`config.mk`:
```
export PLATFORM = sky130hd
export DESIGN_NAME = adder_share_arbiter_flat
export DESIGN_NICKNAME = d
export VERILOG_FILES = /design/src/rtl/adder_share_arbiter_if.sv /design/src/rtl/adder_share_arbiter.sv /design/src/flat_wrapper.sv
export SDC_FILE = /design/constraint.sdc
export NUM_CORES = 1
export LEC_CHECK = 0
export BUFFER_PORTS_ARGS = -buffer_cell sky130_fd_sc_hd__clkbuf_2
export CAP_MARGIN = 10
export CORE_AREA = 10 10 607 609
export CTS_BUF_LIST = sky130_fd_sc_hd__clkbuf_8 sky130_fd_sc_hd__clkbuf_16
export CTS_CLUSTER_SIZE = 20
export DETAILED_ROUTE_END_ITERATION = 8
export DIE_AREA = 0 0 617 619
export SYNTH_ARGS = -nofsm -noshare
export SYNTH_HDL_FRONTEND = slang
export SYNTH_SLANG_ARGS = --single-unit
```
`constraint.sdc`:
```
create_clock -name clk -period 28.7 [get_ports clk]
set_clock_uncertainty 0.1 [all_clocks]
set_input_delay 1.435 -clock clk [delete_from_list [all_inputs] [get_ports clk]]
set_output_delay 1.435 -clock clk [all_outputs]
set_load 0.01 [all_outputs]
```
`src/rtl/adder_share_arbiter_if.sv`:
```
// Requester, adder and result signals of the shared-adder arbiter.
// Latency: none; this is a plain signal bundle.
// Backpressure: requesters see req_ready; adder and result sides never stall.
interface adder_share_arbiter_if #(
    parameter int N = 4,
    parameter int W = 128
);
    localparam int IDW = $clog2(N);

    logic           en;
    logic [N-1:0]   req_valid;
    logic [N-1:0]   req_ready;
    logic [N*W-1:0] req_a;
    logic [N*W-1:0] req_b;
    logic [N-1:0]   req_cin;

    logic           add_in_valid;
    logic [W-1:0]   add_a;
    logic [W-1:0]   add_b;
    logic           add_cin;
    logic           add_out_valid;
    logic [W-1:0]   add_s;
    logic           add_cout;

    logic           res_valid;
    logic [IDW-1:0] res_id;
    logic [W-1:0]   res_s;
    logic           res_cout;
    logic           idle;
    logic           err;

    // Arbiter side
    modport slave (
        input  en, req_valid, req_a, req_b, req_cin,
        input  add_out_valid, add_s, add_cout,
        output req_ready, add_in_valid, add_a, add_b, add_cin,
        output res_valid, res_id, res_s, res_cout, idle, err
    );

    // Requester / adder / result consumer side
    modport master (
        output en, req_valid, req_a, req_b, req_cin,
        output add_out_valid, add_s, add_cout,
        input  req_ready, add_in_valid, add_a, add_b, add_cin,
        input  res_valid, res_id, res_s, res_cout, idle, err
    );
endinterface

```
`src/rtl/adder_share_arbiter.sv`:
```
// Round-robin share of one fixed-latency pipelined adder among N requesters, with owner tag tracking.
// Latency: handshake to res_valid is LAT+2 cycles; one op per cycle sustained.
// Backpressure: only via req_ready (grant); adder and result path never stall.
module adder_share_arbiter #(
    parameter int N   = 4,
    parameter int W   = 128,
    parameter int LAT = 3
) (
    input  logic                  clk,
    input  logic                  reset,
    adder_share_arbiter_if.slave  bus
);
    localparam int IDW = $clog2(N);
    localparam int BW  = $clog2(LAT + 1);

    logic [IDW-1:0] ptr;
    logic           grant_hit;
    logic [IDW-1:0] grant_idx;
    logic [IDW-1:0] cand_idx;
    logic [N-1:0]   ready_vec;

    logic           issue_vld;
    logic [IDW-1:0] issue_id;
    logic [W-1:0]   issue_a;
    logic [W-1:0]   issue_b;
    logic           issue_cin;

    logic [LAT-1:0] tag_vld;
    logic [IDW-1:0] tag_id [LAT];

    logic           res_vld;
    logic [IDW-1:0] res_id_q;
    logic [W-1:0]   res_s_q;
    logic           res_cout_q;
    logic           err_q;

    // The external adder has no reset, so ops issued before a reset can still
    // emerge for up to LAT cycles afterwards; those strobes are not errors.
    logic [BW-1:0]  blank_cnt;
    logic           mismatch;

    // Round-robin search starting one past the last granted requester
    always_comb begin
        grant_hit = 1'b0;
        grant_idx = '0;
        cand_idx  = '0;
        for (int k = 1; k <= N; k++) begin
            cand_idx = IDW'((int'(ptr) + k) % N);
            if (!grant_hit && bus.req_valid[cand_idx]) begin
                grant_hit = 1'b1;
                grant_idx = cand_idx;
            end
        end
        if (reset || !bus.en) begin
            grant_hit = 1'b0;
        end
        ready_vec = grant_hit ? ({{(N-1){1'b0}}, 1'b1} << grant_idx) : '0;
    end

    // Pointer follows the most recent grant
    always_ff @(posedge clk or posedge reset) begin
        if (reset) begin
            ptr <= IDW'(N - 1);
        end else if (grant_hit) begin
            ptr <= grant_idx;
        end
    end

    // Registered issue of the granted operands; operands hold when idle
    always_ff @(posedge clk or posedge reset) begin
        if (reset) begin
            issue_vld <= 1'b0;
            issue_id  <= '0;
            issue_a   <= '0;
            issue_b   <= '0;
            issue_cin <= 1'b0;
        end else begin
            issue_vld <= grant_hit;
            if (grant_hit) begin
                issue_id  <= grant_idx;
                issue_a   <= bus.req_a[int'(grant_idx)*W +: W];
                issue_b   <= bus.req_b[int'(grant_idx)*W +: W];
                issue_cin <= bus.req_cin[grant_idx];
            end
        end
    end

    // Tag pipe mirrors the adder; last stage aligns with add_out_valid
    always_ff @(posedge clk or posedge reset) begin
        if (reset) begin
            tag_vld <= '0;
            for (int s = 0; s < LAT; s++) begin
                tag_id[s] <= '0;
            end
        end else begin
            tag_vld[0] <= issue_vld;
            tag_id[0]  <= issue_id;
            for (int s = 1; s < LAT; s++) begin
                tag_vld[s] <= tag_vld[s-1];
                tag_id[s]  <= tag_id[s-1];
            end
        end
    end

    // Result register is driven by the tag, not by the adder's own strobe
    always_ff @(posedge clk or posedge reset) begin
        if (reset) begin
            res_vld    <= 1'b0;
            res_id_q   <= '0;
            res_s_q    <= '0;
            res_cout_q <= 1'b0;
        end else begin
            res_vld <= tag_vld[LAT-1];
            if (tag_vld[LAT-1]) begin
                res_id_q   <= tag_id[LAT-1];
                res_s_q    <= bus.add_s;
                res_cout_q <= bus.add_cout;
            end
        end
    end

    // Post-reset window during which stale adder strobes are ignored
    always_ff @(posedge clk or posedge reset) begin
        if (reset) begin
            blank_cnt <= BW'(LAT);
        end else if (blank_cnt != '0) begin
            blank_cnt <= blank_cnt - 1'b1;
        end
    end

    assign mismatch = (bus.add_out_valid != tag_vld[LAT-1])
                      && !((blank_cnt != '0) && !tag_vld[LAT-1]);

    // Sticky error on any tag/adder strobe disagreement
    always_ff @(posedge clk or posedge reset) begin
        if (reset) begin
            err_q <= 1'b0;
        end else if (mismatch) begin
            err_q <= 1'b1;
        end
    end

    assign bus.req_ready    = ready_vec;
    assign bus.add_in_valid = issue_vld;
    assign bus.add_a        = issue_a;
    assign bus.add_b        = issue_b;
    assign bus.add_cin      = issue_cin;
    assign bus.res_valid    = res_vld;
    assign bus.res_id       = res_id_q;
    assign bus.res_s        = res_s_q;
    assign bus.res_cout     = res_cout_q;
    assign bus.err          = err_q;
    assign bus.idle         = !issue_vld && (tag_vld == '0) && !res_vld;

endmodule
```
`src/flat_wrapper.sv`:
```
// flat-port wrapper written by rule: the top's interface ports become plain ports
module adder_share_arbiter_flat 
#(
    parameter int N   = 4,
    parameter int W   = 128,
    parameter int LAT = 3
)
  (clk, reset, bus_en, bus_req_valid, bus_req_a, bus_req_b, bus_req_cin, bus_add_out_valid, bus_add_s, bus_add_cout, bus_req_ready, bus_add_in_valid, bus_add_a, bus_add_b, bus_add_cin, bus_res_valid, bus_res_id, bus_res_s, bus_res_cout, bus_idle, bus_err);
  adder_share_arbiter_if #(.N(N), .W(W)) bus_i ();
  input  logic clk;
  input  logic reset;
  input wire logic [$bits(bus_i.en)-1:0] bus_en;
  input wire logic [$bits(bus_i.req_valid)-1:0] bus_req_valid;
  input wire logic [$bits(bus_i.req_a)-1:0] bus_req_a;
  input wire logic [$bits(bus_i.req_b)-1:0] bus_req_b;
  input wire logic [$bits(bus_i.req_cin)-1:0] bus_req_cin;
  input wire logic [$bits(bus_i.add_out_valid)-1:0] bus_add_out_valid;
  input wire logic [$bits(bus_i.add_s)-1:0] bus_add_s;
  input wire logic [$bits(bus_i.add_cout)-1:0] bus_add_cout;
  output wire logic [$bits(bus_i.req_ready)-1:0] bus_req_ready;
  output wire logic [$bits(bus_i.add_in_valid)-1:0] bus_add_in_valid;
  output wire logic [$bits(bus_i.add_a)-1:0] bus_add_a;
  output wire logic [$bits(bus_i.add_b)-1:0] bus_add_b;
  output wire logic [$bits(bus_i.add_cin)-1:0] bus_add_cin;
  output wire logic [$bits(bus_i.res_valid)-1:0] bus_res_valid;
  output wire logic [$bits(bus_i.res_id)-1:0] bus_res_id;
  output wire logic [$bits(bus_i.res_s)-1:0] bus_res_s;
  output wire logic [$bits(bus_i.res_cout)-1:0] bus_res_cout;
  output wire logic [$bits(bus_i.idle)-1:0] bus_idle;
  output wire logic [$bits(bus_i.err)-1:0] bus_err;
  assign bus_i.en = bus_en;
  assign bus_i.req_valid = bus_req_valid;
  assign bus_i.req_a = bus_req_a;
  assign bus_i.req_b = bus_req_b;
  assign bus_i.req_cin = bus_req_cin;
  assign bus_i.add_out_valid = bus_add_out_valid;
  assign bus_i.add_s = bus_add_s;
  assign bus_i.add_cout = bus_add_cout;
  assign bus_req_ready = bus_i.req_ready;
  assign bus_add_in_valid = bus_i.add_in_valid;
  assign bus_add_a = bus_i.add_a;
  assign bus_add_b = bus_i.add_b;
  assign bus_add_cin = bus_i.add_cin;
  assign bus_res_valid = bus_i.res_valid;
  assign bus_res_id = bus_i.res_id;
  assign bus_res_s = bus_i.res_s;
  assign bus_res_cout = bus_i.res_cout;
  assign bus_idle = bus_i.idle;
  assign bus_err = bus_i.err;
  adder_share_arbiter #(.N(N), .W(W), .LAT(LAT)) u_core (.clk(clk), .reset(reset), .bus(bus_i));
endmodule
```
# Word-level counts from Yosys, hierarchy flattened
# Cells that the tools add are included.
classes:
  eq_ne: 1
  add_sub_neg: 5
  magnitude_cmp: 5
  mux: 20
  shift: 3
  n_reduce_logical: 18
op_table:
  columns: ["operator", "n"]
  rows:
  - ["$shiftx 512x10->128", 2]
  - ["$lt 2x3->1 const B", 5]
  - ["$bmux 1 s2", 5]
  - ["$mux 1", 10]
  - ["$logic_not 1->1", 8]
  - ["$mux 2", 4]
  - ["$logic_and 1x1->1", 7]
  - ["$add 2x1->2 const B", 2]
  - ["$add 2x2->2 const B", 2]
  - ["$mux 4", 1]
  - ["$shl 1x2->4 const A", 1]
  - ["$logic_not 3->1", 1]
  - ["$reduce_bool 2->1", 1]
  - ["$sub 2x1->2 const B", 1]
  - ["$logic_or 1x1->1", 1]
  - ["$ne 1x1->1", 1]
word_totals:
  elab_cells: 68
  input_bits: 1165
  output_inout_bits: 396
  reg_bits: 406

# Longest topological paths before layout
# Gate-level depths: netlist of run 1.
depth:
  depth_word: 15
  depth_mapped: 8
  depth_no_buf: 5

# Least setup slack after synthesis of run 1
# No wires, ideal clock.
synth_path:
  kind: "in2out"
  startpoint: "in reset"
  endpoint: "out bus_req_ready[3]"
  t_arrival_ns: 11.979
  setup_slack_ns: 15.186
  required_ns: 27.165
  n_path_buf: 1
  cell_stages: 5
  path_cell_list: "inv_1 > nand3_2 > buf_6 > nor4_1 > o31a_1"
synth_between:
  elab_chain_cells: 3
synth_lines:
  columns: ["item", "line", "rtl"]
  rows:
  - ["start: declaration", "flat_wrapper.sv:11", "input logic reset;"]
  - ["$logic_or 1x1->1", "adder_share_arbiter.sv:54", "if (reset || !bus.en) begin"]
  - ["$mux 1", "adder_share_arbiter.sv:54", null]
  - ["$mux 4", "adder_share_arbiter.sv:57", "ready_vec = grant_hit ? ({{(N-1){1'b0}}, 1'b1} << grant_idx) : '0;"]
  - ["end: declaration", "flat_wrapper.sv:20", "output wire logic [$bits(bus_i.req_ready)-1:0] bus_req_ready;"]
# No other way between the ends.

# Worst setup path after layout of run 1
layout_path:
  startpoint: "in bus_req_valid[2]"
  endpoint: "out bus_req_ready[3]"
layout_between:
  elab_chain_cells: 14
  elab_cells_between_ends: 25
  classes_between: "1 x shift; 18 x mux; 6 x reduce/logical"
layout_lines:
  columns: ["item", "line", "rtl"]
  rows:
  - ["start: declaration", "flat_wrapper.sv:13", "input wire logic [$bits(bus_i.req_valid)-1:0] bus_req_valid;"]
  - ["$bmux 1 s2", "adder_share_arbiter.sv:49", "if (!grant_hit && bus.req_valid[cand_idx]) begin"]
  - ["$mux 1 (implied by the code)", "adder_share_arbiter.sv:49", null]
  - ["$mux 1", "adder_share_arbiter.sv:49", null]
  - ["$logic_not 1->1", "adder_share_arbiter.sv:49", null]
  - ["$logic_and 1x1->1", "adder_share_arbiter.sv:49", null]
  - ["$mux 1", "adder_share_arbiter.sv:49", null]
  - ["$logic_not 1->1", "adder_share_arbiter.sv:49", null]
  - ["$logic_and 1x1->1", "adder_share_arbiter.sv:49", null]
  - ["$mux 1", "adder_share_arbiter.sv:49", null]
  - ["$logic_not 1->1", "adder_share_arbiter.sv:49", null]
  - ["$logic_and 1x1->1", "adder_share_arbiter.sv:49", null]
  - ["$mux 2 or $mux 1 (tied branches)", "adder_share_arbiter.sv:49", null]
  - ["$shl 1x2->4 or $mux 1 (tied branches)", "adder_share_arbiter.sv:57, adder_share_arbiter.sv:54", null]
  - ["$mux 4 *", "adder_share_arbiter.sv:57", null]
# Every way passes the cells marked *; elsewhere a longest branch is shown, timed or not. The select of a mux whose other input is x is not followed.

==> results.json, run 1 <==
{
  "status": "finished clean",
  "r2r_cells": 7,
  "p_per_area_nw_per_um2": 69.5,
  "hp-class": "register to register",
  "tritoncts": "yes",
  "remaining_drc_errors": 0,
  "dp_hpwl_um": 261000,
  "setup_viol": 0,
  "cp.arrival_ns": 3.99,
  "finish.utilization_pct": 10.3,
  "gp_congestion": 0.969,
  "ys_seq_elements": 406,
  "final_area_um2": 36400,
  "cts-buffers-inserted": 61,
  "period_share_pct": 19.3,
  "p_leak_nw": 15.0,
  "r2r-end": "u_core.bus.add_b[35]$_DFFE_PP0P_",
  "cp.buffers_inverters": 3,
  "synthesis.area_um2": 20900,
  "grtUsageMet1_pct": 15.8,
  "final_nets": 4712,
  "cts_resized": 0,
  "cts_setup_buffers": 0,
  "multi_input_area_um2": 9570,
  "power_mw": 2.53,
  "cp_max_fo": 37,
  "clock_path_buffers": 3,
  "area_growth_syn_to_layout_pct": 74.4,
  "hold_viol": 0,
  "vias_per_cell": 3.27,
  "crit_path_start_kind": "input port",
  "routed_wl_um": 301000,
  "yosysTopAreaCell": "dfrtp_1",
  "timing.rr.start": "u_core.ptr[1]$_DFFE_PP1P_",
  "path_class": "input port to output port",
  "io_pins": 1561,
  "clock_latency_ns": 0.79,
  "r2r_slack_ns": 24.63,
  "syn_area_per_cell_um2": 9.84,
  "grt_pass1_wl_um": 358000,
  "die_width_um": 617,
  "dp_slack_ns": 22.75,
  "busiest_layer": "met2",
  "core_um2": 355000,
  "dpl_cell_area_um2": 33900,
  "ys_types": 40,
  "numPortBuffers": 1560,
  "holdWs_ns": 0.251,
  "antenna_found_initial": 370,
  "ys_top_cells_by_area": "dfrtp_1 (48%), a41oi_1 (11%), a22oi_1 (9.2%), a31oi_1 (7.7%), mux2_2 (7.1%)",
  "postRouteAntennaNets": 0,
  "vias": 27700,
  "crit_path_max_incr_delay_ns": 0.78,
  "slew-limit-headroom_pct": 28.1,
  "finalMaxSlewViolations": 0,
  "min_to": "u_core.tag_id[1]$_DFF_PP0_",
  "cp_cell_sequence": "buf_8, or4_4, nand3_4, nor4_1, buf_4, o31a_1, clkbuf_2",
  "tns_ns": 0,
  "fmax_ghz": 0.181,
  "drt-initial-drc-count": 3291,
  "grt_overflow": 0,
  "synth_cells": 2124,
  "seq_area_um2": 10200,
  "drtPass1Iterations": 7,
  "rsz0062_at_grt": "no",
  "yosysTopAreaCellShare_pct": 48.1,
  "end_kind": "output port",
  "clkSinkCount": 406,
  "final_cell_count_no_fill": 8464,
  "synth_warnings": 0,
  "rows": 219,
  "die_h_um": 619,
  "ctsHtreeMaxLevel": 2,
  "path_delay_family": "simple AND/OR/NAND/NOR gates",
  "use_met3_pct": 9.44,
  "required_ns": 27.16,
  "nFillCells": 41500,
  "cts-root-buf": "clkbuf_16",
  "critPathSlowestCell": "nor4_1",
  "die_area_um2": 382000,
  "layout-drive-gt1-share_pct": 51.7,
  "period_needed_ns": 5.53,
  "setup_slack_ns": 23.17,
  "hold_start": "u_core.tag_id[3]$_DFF_PP0_",
  "grt_pass1_vias": 26300,
  "grt_max_degree": 134,
  "initial_core_util_pct": 5.88,
  "max_cap_viol_count": 0,
  "min_path_cells": 0,
  "path_depth": 7,
  "grt.met2_usage_pct": 22.8,
  "final_cell_mix": "clkbuf_2 (1,559), dfrtp_1 (401), nand2_1 (262), nor2_1 (259)",
  "final_common_cell": "clkbuf_2",
  "wl_per_cell_um": 35.5,
  "track_usage_pct": 14.8,
  "post-place-cells": 8234,
  "tightest_slew_ns": 1.08,
  "yosysSeqAreaShare_pct": 48.6,
  "path_clk_slew_ns": 0.06,
  "ir_worst_vdd_mv": 0.0516,
  "holdBufCountCts": 0,
  "synth_fp_nets": 3290
}
## final cells by class
class                           instances  area share, %
Tap cell                             4751           16.3
Clock inverter                         40           1.34
Multi-Input combinational cell       1464           26.3
Inverter                                7          0.113
Sequential cell                       406           27.9
Clock buffer                           74           4.68
Antenna cell                          116          0.797
Timing Repair Buffer                 1606           22.6
## flip-flops by register name, summed over array words and instances, names as in the netlist
name                     flops
u_core.bus.res_valid         1
u_core.tag_vld               3
u_core.blank_cnt             2
u_core.bus.err               1
u_core.issue_id              2
u_core.tag_id                6
u_core.bus.add_in_valid      1
u_core.bus.add_a           128
u_core.bus.res_s           128
u_core.bus.add_cin           1
u_core.bus.add_b           128
u_core.bus.res_cout          1
u_core.bus.res_id            2
u_core.ptr                   2
## per-layer routing
metal	up-vias	part of all wire, %
met5	-	0.48
met4	208	5.4
met3	764	15
met2	2153	44
met1	13400	35
li1	11200	-
## cells by family after synthesis
group                    synth area share (%)
adder cells (fa/ha/maj)                0.0599
AND/OR/NAND/NOR                          9.86
XOR/XNOR                               0.0838
multiplexers                             7.06
buffers and inverters                    5.84
flip-flops                               48.6
AO/OA/AOI/OAI                            28.5
## Yosys cell counts, drive strengths merged
cell type,instances
dfrtp,402
nand2,262
nor2,259
a22oi,257
a31oi,257
a41oi,257
buf,153
mux2,131
clkbuf,94
o21ai,8
inv,7
a21oi,6
dfstp,4
nand2b,4
a21o,3
and2,2
nand3,2
or4,2
xnor2,2
a21boi,1
a221oi,1
and3,1
ha,1
nand3b,1
nor2b,1
nor4,1
o211a,1
o311ai,1
o31a,1
o31ai,1
or2,1
## where the power goes
| part | internal (mW) | switching, mW |
|---|---|---|
| Sequential | 0.697 | 0.0799 |
| Combinational | 0.281 | 0.614 |
| Clock | 0.488 | 0.375 |
## worst max path at each step
stage               slack [ns]              from               end
global route             22.77  bus_req_valid[2]  bus_req_ready[3]
finish                   23.17  bus_req_valid[2]  bus_req_ready[3]
detailed placement       22.75  bus_req_valid[2]  bus_req_ready[3]
CTS                      22.75  bus_req_valid[2]  bus_req_ready[3]
global placement         22.76  bus_req_valid[2]  bus_req_ready[3]
floorplan                15.19             reset  bus_req_ready[3]
## worst register-to-register path, cell delays in order, from the launching register on
cell      delay [ns]
dfstp_2         0.77
nand2b_1        0.20
a221oi_4        0.35
buf_12          0.64
buf_4           0.64
buf_4           0.71
a22oi_1         0.35
a31oi_1         0.24
(Power assumes the default switching activity.)
==> run 2: changes to the inputs <==
- ABC_AREA: not set -> 1
- CORE_AREA: 10 10 607 609 -> 10 10 595 597
- DIE_AREA: 0 0 617 619 -> 0 0 605 607
- clock period: 28.7 -> 4.9 ns (I/O delays scaled with it)
==> results.json, run 2 <==
{
  "layout-drive-gt1-share_pct": 26.3,
  "numPortBuffers": 1560,
  "path_clk_slew_ns": 0.06,
  "track_usage_pct": 17.1,
  "status": "finished clean",
  "ys_top_cells_by_area": "nand2_1 (43%), dfrtp_1 (39%), nand3_1 (10%), buf_2 (3.4%), buf_6 (1.7%)",
  "nFillCells": 39600,
  "ys_seq_elements": 406,
  "setup_viol": 0,
  "ys.flop_type": "dfrtp_1",
  "cts_resized": 0,
  "clock_path_buffers": 3,
  "synth_fp_nets": 5445,
  "path_delay_family": "buffers and inverters",
  "final_nets": 7682,
  "yosysTopAreaCellShare_pct": 43.2,
  "crit_path_start_kind": "register",
  "ir_worst_vdd_mv": 0.644,
  "tritoncts": "yes",
  "grt_pass1_wl_um": 412000,
  "cp_max_fo": 121,
  "holdWs_ns": 0.0250,
  "postRouteAntennaNets": 0,
  "critPathSlowestCell": "dfstp_2",
  "clkSinkCount": 406,
  "final_cell_mix": "nand2_1 (2,999), clkbuf_2 (1,557), dlygate4sd3_1 (881), nand3_1 (521), dfrtp_1 (401)",
  "cp.arrival_ns": 5.04,
  "core_um2": 342000,
  "final_common_cell": "nand2_1",
  "rows": 215,
  "yosysSeqAreaShare_pct": 39.0,
  "crit_path_max_incr_delay_ns": 0.63,
  "hp-class": "input port to register",
  "syn_area_per_cell_um2": 6.09,
  "die_area_um2": 367000,
  "required_ns": 5.49,
  "initial_core_util_pct": 7.62,
  "cpMostUsedCell": "nand2_1",
  "remaining_drc_errors": 0,
  "cp.buffers_inverters": 5,
  "cts-root-buf": "clkbuf_16",
  "vias": 39500,
  "tightest_slew_ns": 0.993,
  "period_needed_ns": 4.45,
  "synth_cells": 4279,
  "power_mw": 42.9,
  "vias_per_cell": 3.52,
  "cts_setup_buffers": 0,
  "grt_pass1_vias": 38100,
  "cts-buffers-inserted": 60,
  "async_flop_share_pct": 100,
  "slew-limit-headroom_pct": 33.8,
  "rsz0062_at_grt": "no",
  "final_area_um2": 49700,
  "dpl_cell_area_um2": 38500,
  "antenna_found_initial": 339,
  "end_kind": "register",
  "period_share_pct": 90.9,
  "cp_cell_sequence": "nand2_1, nand2_1, nand2_1, nand2_1, inv_1, nand3_4, buf_12, buf_12, nand3_1, nand2_1, dlygate4sd3_1, nand2_1, nand2_1, dlygate4sd3_1, nand2_1, nand2_1",
  "routed_wl_um": 331000,
  "die_width_um": 605,
  "clock_latency_ns": 0.74,
  "hold_viol": 0,
  "p_per_area_nw_per_um2": 864,
  "p_leak_nw": 27.2,
  "synth_edf_count": 0,
  "yosysTopAreaCell": "nand2_1",
  "synthesis.area_um2": 26000,
  "tns_ns": 0,
  "dp_hpwl_um": 282000,
  "finalMaxSlewViolations": 0,
  "synth_commonest_cells": "nand2_1 (3,000), nand3_1 (521), dfrtp_1 (402), buf_2 (175), clkbuf_1 (63)",
  "grt_max_degree": 160,
  "area_growth_syn_to_layout_pct": 90.7,
  "fmax_ghz": 0.225,
  "drt-initial-drc-count": 3980,
  "grt_overflow": 0,
  "path_class": "register to register",
  "gp_congestion": 0.981,
  "ys_types": 24,
  "die_h_um": 607,
  "drtPass1Iterations": 6,
  "io_pins": 1561,
  "max_cap_viol_count": 0,
  "ctsHtreeMaxLevel": 2,
  "synth.most_common_cell": "nand2_1",
  "wl_per_cell_um": 29.5,
  "synth_warnings": 0
}
## run 2: tightest hold or removal path: cells and delay by family
kind                   cells  cell delay [ns]
and+or+nand+nor            6             0.51
buffers and inverters      1             0.07
## run 2: where the power goes
part	switching (mW)	total (mW)	leakage [nW]	internal (mW)
Clock	2.02	4.74	1.05	2.72
Combinational	19.7	32.4	21.0	12.8
Sequential	0.924	5.72	5.09	4.79
Total	22.6	42.9	27.2	20.3
## run 2: per-stage QoR
step | utilization (%) | worst slack, ns | cells
final | 14.5 | 0.446 | 11200
after global placement | 11.3 | 1.25 | 10100
after floorplan | - | -0.911 | 4279
after global routing | 14.5 | 0.261 | 11200
after detailed placement | 11.3 | 1.30 | 10100
after CTS | 14.5 | 0.400 | 11100
## run 2: worst paths after layout
| check | startpoint | endpoint | slack [ns] | cells past startpoint |
|---|---|---|---|---|
| worst min-delay path | bus_req_a[374] | u_core.bus.add_a[118]$_DFFE_PP0P_ | 0.03 | 7 |
| worst min register to register | u_core.tag_id[5]$_DFF_PP0_ | u_core.tag_id[3]$_DFF_PP0_ | 0.25 | 0 |
| worst max register to register | u_core.ptr[0]$_DFFE_PP1P_ | u_core.bus.add_a[47]$_DFFE_PP0P_ | 0.45 | 16 |
| worst max-delay path | u_core.ptr[0]$_DFFE_PP1P_ | u_core.bus.add_a[47]$_DFFE_PP0P_ | 0.45 | 16 |
| max in group asynchronous | reset | u_core.bus.res_s[48]$_DFFE_PP0P_ | 3.17 | 4 |
| min in group asynchronous | reset | u_core.bus.add_b[86]$_DFFE_PP0P_ | 0.32 | 3 |
## run 2: cell type report
| class | instances | area [um^2] | area share [%] |
|---|---|---|---|
| antenna | 100 | 250 | 0.504 |
| clock buffer | 73 | 1690 | 3.41 |
| clock inverter | 39 | 399 | 0.804 |
| inverter | 14 | 76.3 | 0.154 |
| multi-input combinational | 3546 | 14100 | 28.3 |
| sequential | 406 | 10200 | 20.5 |
| tap | 4557 | 5700 | 11.5 |
| timing repair buffer | 2488 | 17300 | 34.9 |
## run 2: cell families after synthesis
kind of cell,count (synthesis),share of synthesized area [%]
buffers and inverters,327,7.15
adder cells (fa/ha/maj),1,0.0480
AO/OA/AOI/OAI,5,0.106
flip-flops,406,39.0
AND/OR/NAND/NOR,3539,53.6
XOR/XNOR,1,0.0336
## run 2: repair_timing
| action | CTS | global route |
|---|---|---|
| setup endpoints to repair | 0 | 0 |
| endpoints found under the hold margin | 394 | 0 |
| hold buffers | 881 | 0 |
## run 2: metal layers
layer  up-vias  share of wire [%]  routed length [um]  global-route usage (%)
met5         -               0.24                 780                       0
met4       116                6.1               20200                    8.55
met3       852                8.9               29300                    5.52
met2      2456                 51              169000                    31.1
met1     18300                 34              111000                    17.5
li1      17800                  -                   -                       -
